[src/rtl/mdu_pkg.sv]
// Shared encodings and helpers for the iterative multiply/divide unit.
package mdu_pkg;

  localparam logic [1:0] MDU_MULT  = 2'b00;
  localparam logic [1:0] MDU_MULTU = 2'b01;
  localparam logic [1:0] MDU_DIV   = 2'b10;
  localparam logic [1:0] MDU_DIVU  = 2'b11;

  typedef enum logic [1:0] {
    S_IDLE = 2'b00,
    S_CALC = 2'b01,
    S_FIX  = 2'b10,
    S_DONE = 2'b11
  } mdu_state_e;

  // Wide enough to hold the value W itself, not just W-1.
  function automatic int unsigned cnt_width(input int unsigned w);
    return $clog2(w) + 1;
  endfunction

endpackage

[src/rtl/mdu_abs.sv]
// Conditional two's-complement negate: y = neg ? -a : a, W bits wide.
module mdu_abs #(
  parameter int unsigned W = 32
) (
  input  logic         neg_i,
  input  logic [W-1:0] a_i,
  output logic [W-1:0] y_o
);

  assign y_o = neg_i ? (~a_i + W'(1)) : a_i;

endmodule

[src/rtl/mult_div_unit.sv]
// Iterative radix-2 signed/unsigned multiply and restoring divide with HI/LO results.
// Define MDU_HILO_WRITE_EN to add direct hi/lo write ports (MTHI/MTLO).
module mult_div_unit
  import mdu_pkg::*;
#(
  parameter int unsigned DATA_WIDTH = 32,
  parameter int unsigned CNT_WIDTH  = cnt_width(DATA_WIDTH)
) (
  input  logic                  CLK,
  input  logic                  RST,
`ifdef MDU_HILO_WRITE_EN
  input  logic                  hi_wr,
  input  logic                  lo_wr,
  input  logic [DATA_WIDTH-1:0] wr_data,
`endif
  input  logic                  start,
  input  logic [1:0]            op,
  input  logic [DATA_WIDTH-1:0] Operand1,
  input  logic [DATA_WIDTH-1:0] Operand2,
  output logic                  busy,
  output logic                  done,
  output logic                  div0,
  output logic [DATA_WIDTH-1:0] hi,
  output logic [DATA_WIDTH-1:0] lo
);

  localparam int unsigned W = DATA_WIDTH;

  mdu_state_e           state_q;
  logic                 div_q;
  logic                 dz_q;
  logic                 neg_q;
  logic                 rem_neg_q;
  logic [CNT_WIDTH-1:0] cnt_q;
  logic [2*W-1:0]       acc_q;
  logic [W-1:0]         b_q;
  logic [W-1:0]         hi_q;
  logic [W-1:0]         lo_q;
  logic                 busy_q;
  logic                 done_q;
  logic                 div0_q;

  logic                 in_signed;
  logic                 in_div;
  logic                 in_zero;
  logic                 sign_a;
  logic                 sign_b;
  logic [W-1:0]         mag_a;
  logic [W-1:0]         mag_b;

  assign in_signed = ~op[0];
  assign in_div    = op[1];
  assign in_zero   = (Operand2 == '0);
  assign sign_a    = in_signed & Operand1[W-1];
  assign sign_b    = in_signed & Operand2[W-1];

  mdu_abs #(.W(W)) u_abs_a (
    .neg_i (sign_a),
    .a_i   (Operand1),
    .y_o   (mag_a)
  );

  mdu_abs #(.W(W)) u_abs_b (
    .neg_i (sign_b),
    .a_i   (Operand2),
    .y_o   (mag_b)
  );

  // acc_q: multiply = {partial product, remaining multiplier bits};
  //        divide   = {partial remainder, dividend/quotient bits}.
  logic [W:0]     mul_sum;
  logic [2*W-1:0] mul_next;
  logic [W:0]     div_shift;
  logic [W:0]     div_diff;
  logic [2*W-1:0] div_next;
  logic [2*W-1:0] step_acc;

  always_comb begin
    mul_sum   = {1'b0, acc_q[2*W-1:W]} + (acc_q[0] ? {1'b0, b_q} : '0);
    mul_next  = {mul_sum, acc_q[W-1:1]};
    div_shift = {acc_q[2*W-1:W], acc_q[W-1]};
    div_diff  = div_shift - {1'b0, b_q};
    div_next  = '0;
    if (div_diff[W]) begin
      div_next = {div_shift[W-1:0], acc_q[W-2:0], 1'b0};
    end else begin
      div_next = {div_diff[W-1:0], acc_q[W-2:0], 1'b1};
    end
    step_acc = div_q ? div_next : mul_next;
  end

  // Lower half of the 2W negate doubles as the negated quotient.
  logic [2*W-1:0] acc_fix;
  logic [W-1:0]   rem_fix;

  mdu_abs #(.W(2*W)) u_neg_acc (
    .neg_i (neg_q),
    .a_i   (acc_q),
    .y_o   (acc_fix)
  );

  mdu_abs #(.W(W)) u_neg_rem (
    .neg_i (rem_neg_q),
    .a_i   (acc_q[2*W-1:W]),
    .y_o   (rem_fix)
  );

  always_ff @(posedge CLK or negedge RST) begin
    if (!RST) begin
      state_q   <= S_IDLE;
      div_q     <= 1'b0;
      dz_q      <= 1'b0;
      neg_q     <= 1'b0;
      rem_neg_q <= 1'b0;
      cnt_q     <= '0;
      acc_q     <= '0;
      b_q       <= '0;
      hi_q      <= '0;
      lo_q      <= '0;
      busy_q    <= 1'b0;
      done_q    <= 1'b0;
      div0_q    <= 1'b0;
    end else begin
      unique case (state_q)
        S_IDLE: begin
          if (start) begin
            div_q     <= in_div;
            dz_q      <= in_div & in_zero;
            neg_q     <= sign_a ^ sign_b;
            rem_neg_q <= sign_a;
            cnt_q     <= CNT_WIDTH'(W);
            // Divide-by-zero returns the raw dividend, so skip the magnitude.
            acc_q     <= {{W{1'b0}}, (in_div & in_zero) ? Operand1 : mag_a};
            b_q       <= mag_b;
            busy_q    <= 1'b1;
            div0_q    <= 1'b0;
            state_q   <= (in_div & in_zero) ? S_FIX : S_CALC;
          end
        end
        S_CALC: begin
          acc_q <= step_acc;
          cnt_q <= cnt_q - CNT_WIDTH'(1);
          if (cnt_q == CNT_WIDTH'(1)) begin
            state_q <= S_FIX;
          end
        end
        S_FIX: begin
          if (dz_q) begin
            hi_q   <= acc_q[W-1:0];
            lo_q   <= '1;
            div0_q <= 1'b1;
          end else if (div_q) begin
            hi_q <= rem_fix;
            lo_q <= acc_fix[W-1:0];
          end else begin
            hi_q <= acc_fix[2*W-1:W];
            lo_q <= acc_fix[W-1:0];
          end
          done_q  <= 1'b1;
          state_q <= S_DONE;
        end
        S_DONE: begin
          done_q  <= 1'b0;
          busy_q  <= 1'b0;
          state_q <= S_IDLE;
        end
        default: state_q <= S_IDLE;
      endcase
`ifdef MDU_HILO_WRITE_EN
      // A write alongside an accepted start lands now; FIX overwrites it later.
      if (!busy_q) begin
        if (hi_wr) hi_q <= wr_data;
        if (lo_wr) lo_q <= wr_data;
      end
`endif
    end
  end

  assign busy = busy_q;
  assign done = done_q;
  assign div0 = div0_q;
  assign hi   = hi_q;
  assign lo   = lo_q;

endmodule

[config.mk]
export PLATFORM = sky130hd
export DESIGN_NAME = mult_div_unit
export DESIGN_NICKNAME = d
export VERILOG_FILES = /design/src/rtl/mdu_pkg.sv /design/src/rtl/mdu_abs.sv /design/src/rtl/mult_div_unit.sv
export SDC_FILE = /design/constraint.sdc
export NUM_CORES = 1
export LEC_CHECK = 0
export ABC_CLOCK_PERIOD_IN_PS = 9320
export CORE_MARGIN = 3
export CORE_UTILIZATION = 45
export DETAILED_ROUTE_END_ITERATION = 16
export GPL_ROUTABILITY_DRIVEN = 0
export PLACE_DENSITY = 0.64
export SLEW_MARGIN = 0
export SYNTH_ARGS = -nofsm -noshare
export SYNTH_HDL_FRONTEND = slang
export SYNTH_SLANG_ARGS = --single-unit
[constraint.sdc]
create_clock -name CLK -period 9.32 [get_ports CLK]
set_clock_uncertainty 0.15 [all_clocks]
set_input_delay 2.33 -clock CLK [delete_from_list [all_inputs] [get_ports CLK]]
set_output_delay 2.33 -clock CLK [all_outputs]
set_load 0.02 [all_outputs]
==> results of run 1 <==
==> power breakdown <==
group | switching, W | internal, W
clock network | 0.000359 | 0.000382
registers | 0.000510 | 0.00109
logic | 0.00230 | 0.00158
total | 0.00317 | 0.00305
==> registers in the layout (all words and copies together), names as in the netlist, 2 cells and up <==
| name | flops |
|---|---|
| b_q | 32 |
| state_q | 2 |
| cnt_q | 6 |
| lo | 32 |
| acc_q | 64 |
| hi | 32 |
==> logic make-up (layout without fill, tap and decap cells) <==
kind of cell,after synthesis,after routing,synth area share (%)
and+or+nand+nor,646,646,20.9
AOI/OAI and AO/OA,569,569,24.1
buffers and inverters,196,258,5.10
DFF,175,175,29.5
xor gates and xnor gates,170,170,10.0
adders and majority gates,76,76,6.50
muxes,56,56,3.91
==> cell type report <==
| type | instances | area [um2] |
|---|---|---|
| clock buffer | 17 | 425 |
| clock inverter | 15 | 175 |
| fill | 3140 | 15000 |
| inverter | 77 | 289 |
| multi-input combinational | 1517 | 9770 |
| sequential | 175 | 4380 |
| tap | 435 | 544 |
| timing repair buffer | 149 | 1460 |
==> cells in the final DEF, fill, tap and decap left out, types with 13 or more instances in the layout <==
cell | Yosys | layout
a31oi_1 | 18 | 18
nor2_1 | 202 | 202
buf_4 | 1 | 14
ha_1 | 74 | 73
nand2_1 | 192 | 191
a21oi_1 | 143 | 143
a21o_1 | 30 | 30
nor2b_1 | 17 | 17
clkdlybuf4s50_1 | 0 | 134
and3_1 | 14 | 14
or3_1 | 20 | 20
xor2_1 | 61 | 60
nand4_1 | 16 | 16
dfrtp_1 | 175 | 173
o31ai_1 | 16 | 16
nor3_1 | 55 | 55
nand3_1 | 32 | 32
nand2b_1 | 31 | 31
a22oi_1 | 16 | 16
mux2i_1 | 39 | 39
clkbuf_16 | 0 | 17
xnor2_1 | 109 | 109
o22a_1 | 26 | 26
mux2_2 | 17 | 17
o21ai_0 | 176 | 176
a211oi_1 | 13 | 13
inv_1 | 77 | 77
nor4_1 | 18 | 18
==> per-layer routing <==
| metal | share of wire [%] | vias up | track usage (%) |
|---|---|---|---|
| li1 | - | 6842 | - |
| met1 | 46 | 6797 | 37.4 |
| met2 | 44 | 606 | 41.4 |
| met3 | 8.1 | 78 | 4.79 |
| met4 | 2.3 | 0 | 7.99 |
| met5 | 0 | - | 0 |
==> worst max-delay path by stage <==
stage                 from         to  slack, ps  depth (start not counted)
5_1_grt              start  acc_q[56]       3730                         10
6_report             start  acc_q[53]       3940                         10
4_1_cts              start  acc_q[53]       4020                         10
2_1_floorplan  Operand2[9]   acc_q[9]       4590                         10
3_3_place_gp         start  acc_q[55]       3640                         10
3_5_place_dp         start  acc_q[56]       3550                         10
==> stage by stage <==
stage	util [%]	std cells	setup WS [ps]
CTS	53.2	2385	4020
global placement	51.3	2353	3640
detailed placement	51.3	2353	3550
floorplan	-	1888	4590
global route	53.2	2385	3730
finish	53.2	2385	3940
==> critical path, cell delays in order <==
cell             delay [ps]
clkdlybuf4s50_1         520
nand2_2                  60
buf_4                   320
o21a_2                  200
buf_4                   250
nor2_1                  650
nand2_1                 690
nor2_1                  240
inv_1                    90
o211ai_1                200
==> flow_summary.toml, run 1 <==
[pwr]
p_total_w = 0.00622
irDropWorstVdd_v = 0.000174
power_per_cell_area_nw_per_um2 = 365
power.leakage_nw = 7.20

[clock_network]
ctsHtreeMaxLevel = 4
clockRootBuffer = "clkbuf_16"
post-cts-setup-buffers = 0
cts_num_sinks = 175
worstSkewPairLatency_ps = 460
number_of_buffers_inserted_during_clock_tree_synthesis = 17
ctsLongestPathBuffers = 2
clock_transition_at_the_registers_of_the_reported_paths_ps = 70
post_cts.resized_instances = 0
tritoncts = "yes"
cts.hold.buffers_added = 0

[cells_and_area]
share_of_post_route_cells_with_drive_strength_above_1_pct = 5.23
layout.nets = 2082
num_antenna_cells = 0
areaGrowthSynthToFinish_pct = 14.6
cell_area_after_layout_um2 = 17000

[sta]
rsz0062_at_grt = "false"
timing.fmax_mhz = 186
minimum_hold_slack_ps = 331
timing_worst_slew_pin_value_ps = 1250
timing.final.max_slew_violations = 0
max_slew_margin_pct = 16.7
fin_setup_tns_ps = 0
setup_viol = 0
final_period_minus_worst_setup_slack_ps = 5380
final_hold_violating_endpoints = 0
final_min_period_over_clock_period_pct = 57.8

[critical_path]
timing.critical_path.required_ps = 9520
crit_path_max_fanout = 76
timing.reg2reg.worst_path_depth = 12
r2r_slack_ps = 4760
r2r-end = "acc_q[62]"
worst-endpoint-arrival_ps = 5590
reg2reg_from = "acc_q[0]"
timing.critical_path.to_type = "flop"
worst_setup_path_type = "in -> reg"
timing.critical_path.from_type = "input pin"

[hold_path]
classification_of_the_worst_slack_hold_path = "reg -> reg"
hp-start = "b_q[9]"
holdPathStages = 2
end_point_of_the_most_critical_hold_path = "b_q[9]"

[drt]
firstDrtPassIters = 6
wl_mm = 47.0
avgViaCountPerCell = 6.01
drtAntennaViolNets = 0
wl_per_cell_um = 19.7
drcViolationCount = 0
via_count = 14323
drt-initial-drc-count = 1274

[placed_design]
hpwlAfterDp_mm = 35.7
placed_area_um2 = 16400
io_buffer_count = 135

[yosys]
synth.cells.most_frequent = "nor2_1, nand2_1, o21ai_0"
synth_area_leaders = "dfrtp_1, xnor2_1, ha_1"
postSynthCellCount = 1888
netlist.top_cell.by_area = "dfrtp_1"
ys.flop_type = "dfrtp_1"
synth_seq_area_share_pct = 29.5
yosys.cell_count.top_type = "nor2_1"
cell_variety_after_synth = 78
synthesis.yosys.warnings = 0
synth_fp_nets = 2033
synth_enable_flop_cells = 0
syn-cell-area_um2 = 14900
avgSynthCellArea_um2 = 7.87
synth-seq-cells = 175
yosys.area.top_type_share_pct = 29.5
async_flop_share_pct = 100

[global_routing]
grt_pass1_vias = 13739
grt_max_degree = 94
global_route_wire_length_before_repair_mm = 75.2
grt_antenna_before_repair = 0
grt_overflow = 0
gr-usage-all-layers_pct = 26.5

[die]
placement_rows = 65
fp.dieArea_um2 = 35200
core_region_area_um2 = 32000
die_h_um = 188
initial_core_util_pct = 46.4
chipWidth_um = 188
ioPinCount = 136

[outcome]
outcome = "completed"

[job]
max_cap_violations = 0
No activity file was read; power rests on OpenSTA's default activity.
==> run 2, diff against run 1 <==
Settings changed: ABC_CLOCK_PERIOD_IN_PS 9320 to 5490.
Clock period 9.32 ns to 5.49 ns, I/O delays scaled along.
==> flow_summary.toml, run 2 (same netlist as run 1, synthesis figures left out) <==
[drt]
drt-initial-drc-count = 1300
via_count = 14296
firstDrtPassIters = 6
wl_mm = 46.7
wl_per_cell_um = 19.5
drtAntennaViolNets = 0
drcViolationCount = 0
avgViaCountPerCell = 5.98

[sta]
fin_setup_tns_ps = 0
setup_viol = 0
timing_worst_slew_pin_value_ps = 999
final_period_minus_worst_setup_slack_ps = 4280
timing.fmax_mhz = 233
final_min_period_over_clock_period_pct = 78.0
minimum_hold_slack_ps = 331
max_slew_margin_pct = 33.4
rsz0062_at_grt = "false"
timing.final.ws_setup_ps = 1210
timing.final.max_slew_violations = 0
final_hold_violating_endpoints = 0

[clock_network]
worstSkewPairLatency_ps = 450
tritoncts = "yes"
clock_transition_at_the_registers_of_the_reported_paths_ps = 70
clockRootBuffer = "clkbuf_16"
ctsHtreeMaxLevel = 4
post_cts.resized_instances = 0
number_of_buffers_inserted_during_clock_tree_synthesis = 17
cts_num_sinks = 175
ctsLongestPathBuffers = 2
post-cts-setup-buffers = 0
cts.hold.buffers_added = 0

[cells_and_area]
largest_register_ff_count = 64
final_cell_count_no_fill = 2391
layout_commonest_cell = "nor2_1"
areaGrowthSynthToFinish_pct = 15.2
layout.nets = 2087
share_of_post_route_cells_with_drive_strength_above_1_pct = 5.42
filler_cell_count = 3089
cell_area_after_layout_um2 = 17100
most-common-layout-cells = "nor2_1, nand2_1, o21ai_0"
max_flop_register = "acc_q"

[critical_path]
timing.critical_path.slowest_stage_cell = "or4b_2"
timing.critical_path.required_ps = 5660
worst_setup_path_type = "reg -> reg"
timing.reg2reg.worst_path_depth = 12
worst-endpoint-arrival_ps = 4450
crit_path_max_incr_delay_ps = 680
timing.critical_path.to_type = "flop"
crit_path_cell_trace = "inv_1, fa_1, nor2b_1, o31a_1, o2111ai_1, a21oi_1, o21ai_1, xor2_4, buf_12, or4b_2, o221ai_1, a2bb2oi_1"
timing.critical_path.from_type = "flop"
crit_path_max_fanout = 57

[die]
placement_rows = 65
fp.dieArea_um2 = 35200
ioPinCount = 136
chipWidth_um = 188
die_h_um = 188
core_region_area_um2 = 32000
initial_core_util_pct = 46.4

[pwr]
irDropWorstVdd_v = 0.000342
power_per_cell_area_nw_per_um2 = 622
power.leakage_nw = 7.25

[job]
max_cap_violations = 0

[placed_design]
placement.setup.worst_slack_ps = 918
placed_area_um2 = 16500
hpwlAfterDp_mm = 35.4
placed_cells_incl_taps = 2358
io_buffer_count = 135

[outcome]
outcome = "completed"

[global_routing]
grt_antenna_before_repair = 0
global_route_wire_length_before_repair_mm = 74.7
grt_max_degree = 96
grt_pass1_vias = 13685
grt_overflow = 0
gr-usage-all-layers_pct = 26.2

[hold_path]
classification_of_the_worst_slack_hold_path = "reg -> reg"
holdPathStages = 2
[run 2: cell types whose count changed in the layout (fill, tap and decap cells not counted), moves of 2 or more]
cell	before	now
bufinv_16	1	3
clkinv_4	4	2
buf_4	14	17
buf_12	0	2
clkinv_8	3	0
[run 2: routing by layer]
layer  track usage (%)  up-vias  wire length, um
li1                  -     6854                -
met1              38.5     6819            21900
met2              40.2      552            20500
met5                 0        -                0
met4              7.56        0             1030
met3              3.50       71             3230
[run 2: final cells by class]
| class | instances | area [um2] | area share, % |
|---|---|---|---|
| multi-input combinational | 1517 | 9770 | 57.0 |
| timing repair buffer | 154 | 1520 | 8.88 |
| sequential | 175 | 4380 | 25.6 |
| clock inverter | 13 | 176 | 1.03 |
| tap | 435 | 544 | 3.18 |
| clock buffer | 19 | 443 | 2.59 |
| inverter | 77 | 289 | 1.69 |
| antenna | 1 | 2.50 | 0.0146 |
[run 2: worst max-delay path: cells and delay by family (launching register included)]
family / cells / cell delay (ps)
AND/OR/NAND/NOR: 2 / 880
adder cells (fa/ha/maj): 1 / 460
XOR/XNOR: 1 / 190
flip-flops: 1 / 550
AO/OA/AOI/OAI: 6 / 1490
buffers and inverters: 2 / 430
[run 2: final timing paths]
check / start / to / slack (ps)
worst min-delay path: b_q[23] / b_q[23] / 330
min in group asynchronous: RST / lo[12] / 850
max in group asynchronous: RST / b_q[28] / 3380
worst max register to register: acc_q[32] / acc_q[62] / 1210
worst min register to register: b_q[23] / b_q[23] / 330
worst max-delay path: acc_q[32] / acc_q[62] / 1210
[run 2: stage by stage]
step	total power [W]	util, %
after floorplan	0.00713	-
after global placement	0.00913	51.5
after detailed placement	0.00923	51.5
after CTS	0.0106	53.4
after global routing	0.0115	53.4
final	0.0106	53.4
[run 2: power by group]
group	switching, W	leakage, nW	internal [W]
clock	0.000587	0.304	0.000742
sequential	0.000856	2.14	0.00186
combinational	0.00390	4.80	0.00271
